===== src/rtl/idma_sync_256b_wr_sched.sv =====
// idma_sync_256b_wr_sched: splits a write descriptor into 4 KB-safe AXI INCR bursts with B-response credit limiting
module idma_sync_256b_wr_sched #(
   parameter int AXI_IDW         = 4,
   parameter int ADDR_W          = 32,
   parameter int LEN_W           = 20,
   parameter int MAX_OUTSTANDING = 8
) (
   input  logic               aclk,
   input  logic               areset,
   input  logic               cfg_start,
   input  logic [ADDR_W-1:0]  cfg_addr,
   input  logic [LEN_W-1:0]   cfg_len,
   output logic               o_busy,
   output logic               o_done,
   output logic               o_err,
   output logic               wr_cfg_init,
   output logic               o_awvalid,
   input  logic               i_awready,
   output logic [ADDR_W-1:0]  o_awaddr,
   output logic [3:0]         o_awlen,
   output logic [2:0]         o_awsize,
   output logic [1:0]         o_awburst,
   output logic [AXI_IDW-1:0] o_awid,
   input  logic               wlen_fifo_full_s,
   output logic               wlen_fifo_push,
   output logic [3:0]         wlen_fifo_data_s,
   output logic               axi_burst_waddr_ok,
   input  logic               i_bvalid,
   input  logic [1:0]         i_bresp,
   output logic [5:0]         strb_first_beat_num,
   output logic [5:0]         strb_last_beat_num,
   output logic               dma_trans_first_burst,
   output logic               dma_trans_last_burst
);
   localparam int CW = $clog2(MAX_OUTSTANDING + 1);
   typedef enum logic [1:0] {IDLE, CALC, AW, WAIT_B} state_e;
   state_e            state_q, state_d;
   logic [ADDR_W-1:0] addr_q, addr_d, addr_nx;
   logic [LEN_W-1:0]  rem_q, rem_d, rem_nx, cons;
   logic [3:0]        awlen_q, awlen_d;
   logic [CW-1:0]     out_q, out_d;
   logic              awvalid_q, awvalid_d, err_q, err_d, done_q, done_d;
   logic              init_q, init_d, busy_q, busy_d;
   logic              first_pend_q, first_pend_d, first_q, first_d, last_q, last_d;
   logic [5:0]        sfirst_q, sfirst_d, slast_q, slast_d;
   logic              accept, hs, bdec, can_issue;
   logic [LEN_W:0]    span, nbeats;
   logic [4:0]        min16, bcalc, beats, lsum;
   logic [7:0]        to4k;
   logic [9:0]        cap;
   assign accept    = state_q == IDLE && !busy_q && cfg_start;
   assign hs        = awvalid_q && i_awready;
   // B responses with nothing outstanding (e.g. after a mid-transfer reset) are dropped
   assign bdec      = i_bvalid && out_q != '0;
   assign can_issue = (out_q - CW'(bdec)) < CW'(MAX_OUTSTANDING) && !wlen_fifo_full_s;
   assign span      = (LEN_W+1)'(rem_q) + (LEN_W+1)'(addr_q[4:0]) + (LEN_W+1)'(31);
   assign nbeats    = span >> 5;
   assign min16     = (nbeats > (LEN_W+1)'(16)) ? 5'd16 : nbeats[4:0];
   assign to4k      = 8'd128 - 8'(addr_q[11:5]);
   assign bcalc     = (to4k < 8'(min16)) ? to4k[4:0] : min16;
   assign beats     = {1'b0, awlen_q} + 5'd1;
   assign cap       = {beats, 5'b0} - 10'(addr_q[4:0]);
   assign cons      = (rem_q < LEN_W'(cap)) ? rem_q : LEN_W'(cap);
   assign rem_nx    = rem_q - cons;
   assign addr_nx   = {addr_q[ADDR_W-1:5] + (ADDR_W-5)'(beats), 5'b0};
   assign lsum      = cfg_addr[4:0] + cfg_len[4:0] - 5'd1;
   always_comb begin
      state_d      = state_q;
      addr_d       = addr_q;
      rem_d        = rem_q;
      awlen_d      = awlen_q;
      awvalid_d    = awvalid_q;
      done_d       = 1'b0;
      init_d       = 1'b0;
      first_pend_d = first_pend_q;
      first_d      = first_q;
      last_d       = last_q;
      sfirst_d     = sfirst_q;
      slast_d      = slast_q;
      err_d        = err_q | (bdec && i_bresp != 2'b00);
      out_d        = out_q + CW'(hs) - CW'(bdec);
      case (state_q)
         IDLE: if (accept) begin
            if (cfg_len != '0) begin
               state_d      = CALC;
               addr_d       = cfg_addr;
               rem_d        = cfg_len;
               init_d       = 1'b1;
               err_d        = 1'b0;
               first_pend_d = 1'b1;
               sfirst_d     = {1'b0, cfg_addr[4:0]};
               slast_d      = {1'b0, lsum} + 6'd1;
            end else begin
               done_d = 1'b1;
            end
         end
         CALC: begin
            awlen_d   = 4'(bcalc - 5'd1);
            awvalid_d = can_issue;
            state_d   = AW;
         end
         AW: if (hs) begin
            awvalid_d    = 1'b0;
            rem_d        = rem_nx;
            addr_d       = addr_nx;
            first_d      = first_pend_q;
            last_d       = rem_nx == '0;
            first_pend_d = 1'b0;
            state_d      = (rem_nx == '0) ? WAIT_B : CALC;
         end else if (!awvalid_q) begin
            awvalid_d = can_issue;
         end
         WAIT_B: if (out_q == '0) begin
            done_d  = 1'b1;
            state_d = IDLE;
         end
      endcase
      busy_d = state_d != IDLE || state_q == WAIT_B;
   end
   always_ff @(posedge aclk) begin
      if (areset) begin
         state_q      <= IDLE;
         addr_q       <= '0;
         rem_q        <= '0;
         awlen_q      <= '0;
         out_q        <= '0;
         awvalid_q    <= 1'b0;
         err_q        <= 1'b0;
         done_q       <= 1'b0;
         init_q       <= 1'b0;
         busy_q       <= 1'b0;
         first_pend_q <= 1'b0;
         first_q      <= 1'b0;
         last_q       <= 1'b0;
         sfirst_q     <= '0;
         slast_q      <= '0;
      end else begin
         state_q      <= state_d;
         addr_q       <= addr_d;
         rem_q        <= rem_d;
         awlen_q      <= awlen_d;
         out_q        <= out_d;
         awvalid_q    <= awvalid_d;
         err_q        <= err_d;
         done_q       <= done_d;
         init_q       <= init_d;
         busy_q       <= busy_d;
         first_pend_q <= first_pend_d;
         first_q      <= first_d;
         last_q       <= last_d;
         sfirst_q     <= sfirst_d;
         slast_q      <= slast_d;
      end
   end
   assign o_busy                = busy_q;
   assign o_done                = done_q;
   assign o_err                 = err_q;
   assign wr_cfg_init           = init_q;
   assign o_awvalid             = awvalid_q;
   assign o_awaddr              = {addr_q[ADDR_W-1:5], 5'b0};
   assign o_awlen               = awlen_q;
   assign o_awsize              = 3'd5;
   assign o_awburst             = 2'b01;
   assign o_awid                = '0;
   assign wlen_fifo_push        = hs;
   assign wlen_fifo_data_s      = awlen_q;
   assign axi_burst_waddr_ok    = hs;
   assign strb_first_beat_num   = sfirst_q;
   assign strb_last_beat_num    = slast_q;
   assign dma_trans_first_burst = first_q;
   assign dma_trans_last_burst  = last_q;
endmodule

===== config.mk =====
export PLATFORM = sky130hd
export DESIGN_NAME = idma_sync_256b_wr_sched
export DESIGN_NICKNAME = d
export VERILOG_FILES = /design/src/rtl/idma_sync_256b_wr_sched.sv
export SDC_FILE = /design/constraint.sdc
export NUM_CORES = 1
export LEC_CHECK = 0
export BUFFER_PORTS_ARGS = -buffer_cell sky130_fd_sc_hd__buf_2
export CORE_ASPECT_RATIO = 2
export CORE_MARGIN = 2
export CORE_UTILIZATION = 27
export DETAILED_ROUTE_END_ITERATION = 8
export PLACE_DENSITY_LB_ADDON = 0.25
export SETUP_SLACK_MARGIN = 0.2
export SKIP_LAST_GASP = 1
export SYNTH_ARGS = -nofsm -noshare
export SYNTH_HDL_FRONTEND = slang
export SYNTH_SLANG_ARGS = --single-unit

===== constraint.sdc =====
create_clock -name aclk -period 9.55 [get_ports aclk]
set_input_delay 0.955 -clock aclk [delete_from_list [all_inputs] [get_ports aclk]]
set_output_delay 0.955 -clock aclk [all_outputs]
set_load 0.005 [all_outputs]

# Word level (Yosys, flattened, before mapping)

Index checks and enable logic that the tools add are counted.

Flip-flop bits (word level): 81
Output and inout bits: 70
Logic and storage cells: 96

Add/sub/neg operators: 14
Magnitude comparators: 4
Equal/unequal tests: 6
Muxes and demuxes: 32
Bitwise operators: 3
Reduce and logical (&&, ||, !) cells: 22

Operators by type and width:

| kind                  | count |
|---|---|
| $mux 32               | 3 |
| $mux 20               | 4 |
| $pmux 32 s2           | 1 |
| $pmux 20 s2           | 1 |
| $add 27x5->27         | 1 |
| $add 20x5->21         | 1 |
| $add 21x5->21 const B | 1 |
| $logic_not 20->1      | 1 |
| $lt 20x10->1          | 1 |
| $reduce_bool 20->1    | 1 |
| $sub 20x20->20        | 1 |
| $gt 16x5->1 const B   | 1 |
| $mux 1                | 12 |
| $mux 2                | 5 |
| $sub 10x5->10         | 1 |
| $lt 8x5->1            | 1 |
| $pmux 2 s4            | 1 |
| $reduce_bool 2->1     | 4 |
| $sub 4x1->4           | 2 |
| $sub 8x7->8 const A   | 1 |
| $add 5x1->6 const B   | 1 |
| $logic_and 1x1->1     | 6 |
| $pmux 1 s2            | 3 |
| $add 4x1->5 const B   | 1 |
| other kinds (22)      | 26 |

# Longest topological paths before layout

Word-level depth: 11
Depth in mapped cells: 26
Mapped depth without buffers: 25

# Least setup slack after synthesis

OpenSTA, ideal clock, no wires.

Kind: register to register
Start point: register addr_q[0]
End point: register rem_q[16]
Library setup time: 132 ps
Data arrival time: 4703 ps
Required time: 9418 ps
Slack: 4714 ps
Stages on the path, launching flop included: 27
Period minus slack after synthesis: 4836 ps
Cell sequence: dfxtp_1 inv_1 ha_1 inv_1 ha_1 a21o_1 a21o_1 a21o_1 a21o_1 a21o_1 a21o_1 a21oi_1 o21ai_1 buf_1 mux2i_1 ha_1 fa_1 nor2b_1 o21ai_0 a21boi_0 o21ai_0 a21oi_1 a31oi_1 nand2_1 o41a_1 o21ai_0 a21oi_1

Cells in the longest elaborated chain, start to end: 6

RTL lines:

| what                     | RTL line | text |
|---|---|---|
| start: declaration       | 38       | `logic [ADDR_W-1:0] addr_q, addr_d, addr_nx;` |
| start signal: assignment | 139      | `addr_q <= addr_d;` |
| $sub 10x5->10 (*)        | 62       | `assign cap = {beats, 5'b0} - 10'(addr_q[4:0]);` |
| $lt 20x10->1             | 63       | `assign cons = (rem_q < LEN_W'(cap)) ? rem_q : LEN_W'(cap);` |
| $mux 20 (*)              | 63       |  |
| $sub 20x20->20 (*)       | 64       | `assign rem_nx = rem_q - cons;` |
| $mux 20 (*)              | 102      | `AW: if (hs) begin` |
| $pmux 20 s2 (*)          | 82       | `case (state_q)` |
| end signal: assignment   | 140      | `rem_q <= rem_d;` |
| end: declaration         | 39       | `logic [LEN_W-1:0] rem_q, rem_d, rem_nx, cons;` |

Every way passes the cells marked *; elsewhere a longest branch is shown, timed or not. The select of a mux whose other input is x is not followed.
A chain may end at the register's enable or synchronous reset.

# Final worst setup path

Ends and elaborated chain as after synthesis.

==> flow_metrics.env <==
export IMPL_setup_violations=0
export IMPL_grt_max_degree=85
export IMPL_synth_edf_count=0
export IMPL_cap_viol_max_count=0
export IMPL_final_hold_viol_count=0
export IMPL_min_period_ps=5500
export IMPL_cp_arrival_ps=5700
export IMPL_root_buffer="clkbuf_16"
export IMPL_placed_area_um2=7390
export IMPL_nets=1089
export IMPL_critPathCaptureType="flop"
export IMPL_status="completed"
export IMPL_cts_htree_levels=3
export IMPL_p_leak_nw=3.23
export IMPL_wirelength_um=21100
export IMPL_fmax_mhz=182
export IMPL_finClkSkew_ps=13.6
export IMPL_reg2reg_to="rem_q[16]"
export IMPL_dieArea_um2=26600
export IMPL_clk_latency_ps=370
export IMPL_synth_area_top_cells="dfxtp_1 24%, ha_1 11%, buf_4 5.3%"
export IMPL_synth_seq_cells=81
export IMPL_dp_hpwl_um=16200
export IMPL_hp_start="strb_first_beat_num[2]"
export IMPL_synth_seq_area_share_pct=23.8
export IMPL_gp_congestion=0.834
export IMPL_wire_per_inst_um=16.1
export IMPL_worstHoldPathCells=2
export IMPL_core_area_um2=24900
export IMPL_grt_use_total_pct=16.3
export IMPL_insertedDiodeCount=0
export IMPL_hp_class="reg -> reg"
export IMPL_path_clk_slew_ps=60
export IMPL_tightest_slew_ps=1000
export IMPL_ys_warnings_count=0
export IMPL_worst_path_max_fanout=11
export IMPL_syn_mean_instance_area_um2=7.44
export IMPL_rows=82
export IMPL_die_x_um=116
export IMPL_synth_ff_type="dfxtp_1"
export IMPL_cts_tree="yes"
export IMPL_ioPinCount=130
export IMPL_synth_top_cell_area_share_pct=23.8
export IMPL_dp_cells=1292
export IMPL_areaGrowthSynthToFinish_pct=12.2
export IMPL_path_class="reg -> reg"
export IMPL_timing_final_crit_share_pct=57.6
export IMPL_fin_ws_ps=4050
export IMPL_ctsResizeCount=0
export IMPL_crit_path_start="addr_q[0]"
export IMPL_yosys_area_top_type="dfxtp_1"
export IMPL_rrSetupSlack_ps=4050
export IMPL_clockBufferDepth=2
export IMPL_postLayoutCoreUtil_pct=30.7
export IMPL_antenna_left=0
export IMPL_cts_buffers_inserted=9
export IMPL_drive_above_1_share_pct=16.6
export IMPL_via_per_inst=4.98
export IMPL_dp_slack_ps=4060
export IMPL_multi_input_area_um2=4440
export IMPL_r2r_cells=25
export IMPL_synth_area_um2=6820
export IMPL_cts_setup_buffers=0
export IMPL_setup_tns_ps=0
export IMPL_relSlewSlack_pct=33.0
export IMPL_num_vias=6517
export IMPL_fin_area_um2=7650
export IMPL_slew_viol_final=0
export IMPL_dr_first_iter_drc_count=215
export IMPL_ctsHoldBuffers=0
export IMPL_hold_end="strb_first_beat_num[2]"
export IMPL_seq_area_um2=1620
export IMPL_syn_inst=917
export IMPL_nFillCells=2719
export IMPL_portBuffers=114
export IMPL_required_ps=9750
export IMPL_async_flop_share_pct=0
export IMPL_fin_cells=1308
export IMPL_rsz0062_at_grt="false"
export IMPL_grt_pass1_vias=6471
export IMPL_p_total_mw=3.02
export IMPL_die_h_um=229
export IMPL_first_pass_iters=5
export IMPL_cts_sinks=81
export IMPL_antenna_found_initial=0
export IMPL_vdd_ir_drop_max_mv=0.153
export IMPL_hold_slack_ps=458
export IMPL_grt_overflow_total=0
export IMPL_pwr_density_cell_nw_per_um2=395
export IMPL_yosysUniqueCellTypes=74
export IMPL_initial_core_util_pct=27.4
export IMPL_r2r_start="addr_q[0]"
export IMPL_cp_start_kind="flop"
export IMPL_grt_pass1_wl_um=33700
export IMPL_drc=0
-- where the power goes --
part           switching (mW)  internal (mW)
registers               0.176          0.459
logic                    1.19          0.866
clock network           0.154          0.175
total                    1.52           1.50
-- state kept, by name, summed over array words and instances (netlist names) --
| name | cells |
|---|---|
| addr_q | 32 |
| state_q | 2 |
| dma_trans_last_burst | 1 |
| o_err | 1 |
| o_awlen | 4 |
| o_done | 1 |
| strb_first_beat_num | 5 |
| wr_cfg_init | 1 |
| o_busy | 1 |
| o_awvalid | 1 |
| dma_trans_first_burst | 1 |
| strb_last_beat_num | 6 |
| rem_q | 20 |
| out_q | 4 |
| first_pend_q | 1 |
-- cells in the final DEF, fill, tap and decap left out, types with 9 or more instances in the layout --
master | Yosys | layout
a21oi_1 | 66 | 65
and3_1 | 12 | 12
mux2i_1 | 14 | 14
o21ai_0 | 40 | 39
xnor2_1 | 22 | 22
conb_1 | 2 | 15
nor3_1 | 27 | 27
xor2_1 | 10 | 10
ha_1 | 58 | 57
a21o_1 | 15 | 15
inv_1 | 73 | 73
nor2b_1 | 19 | 19
a22oi_1 | 15 | 15
nand2_1 | 78 | 78
clkbuf_16 | 0 | 9
buf_2 | 4 | 114
nor4_1 | 9 | 9
dfxtp_1 | 81 | 81
a211oi_1 | 31 | 31
nand3_1 | 18 | 18
nor2_1 | 96 | 96
-- synth_stat cells (all sizes together) (3+ instances only) --
master	instances
mux2i	14
a21oi	66
a31oi	7
inv	73
o21bai	4
o21a	3
a22oi	15
or2	7
nor3	28
nor4	9
xnor2	22
nor2b	19
o31ai	5
nor2	97
and3	13
nand2b	8
o22ai	7
o21ai	44
nand4	8
fa	4
and2	5
xor2	10
mux2	8
nor3b	4
o2bb2ai	3
buf	59
a21boi	3
dfxtp	81
a211oi	32
o2111ai	4
nand3	18
ha	58
clkbuf	36
or3	6
or4	4
nand2	78
o32ai	4
a21o	15
-- kinds of logic (layout without fill, tap and decap cells) --
group,count (synthesis),in the layout,synth area share (%)
xor+xnor,32,32,4.11
mux,22,22,3.37
flops,81,81,23.8
compound gates,237,237,22.7
other cells,2,15,0.110
fa+ha+maj,62,62,11.8
simple gates,312,312,22.1
buf+inv,169,211,12.0
-- how the worst max path moves through the flow --
| stage | endpoint | slack [ps] |
|---|---|---|
| after floorplan | rem_q[16] | 4710 |
| after global placement | rem_q[16] | 4120 |
| after detailed placement | rem_q[16] | 4060 |
| after CTS | rem_q[16] | 4040 |
| after global routing | rem_q[16] | 3580 |
| final | rem_q[16] | 4050 |
-- cell type report --
type | instances | share of cell area [%]
multi-input cells | 680 | 58.1
flip-flops and latches | 81 | 21.2
repair buffers | 121 | 8.14
well taps | 336 | 5.49
inverters | 74 | 3.63
clock buffers | 11 | 3.04
clock inverters | 5 | 0.425
-- worst max-delay path, stage by stage, from the launching register on --
cell	delay, ps
dfxtp_1	420
inv_1	100
ha_1	300
inv_1	50
ha_1	270
a21o_1	170
a21o_1	170
a21o_1	170
a21o_1	170
a21o_1	170
a21o_1	160
a21oi_1	140
o21ai_1	70
buf_4	180
mux2_2	280
ha_1	310
nor2b_1	140
o21ai_0	190
a21boi_0	170
o21ai_0	250
a21oi_1	140
a31oi_1	520
nand2_1	230
o41a_1	340
o21ai_0	140
a21oi_1	80
-- metal layers --
| layer | routed length [um] | global-route usage [%] | up-vias | share of wire (%) |
|---|---|---|---|---|
| li1 | - | - | 3276 | - |
| met1 | 7970 | 17.1 | 3030 | 38 |
| met2 | 11400 | 30.0 | 164 | 54 |
| met3 | 772 | 2.86 | 47 | 3.7 |
| met4 | 942 | 8.74 | 0 | 4.5 |
| met5 | 0 | 0 | - | 0 |
Note: power is estimated with default switching activity, not from simulation.
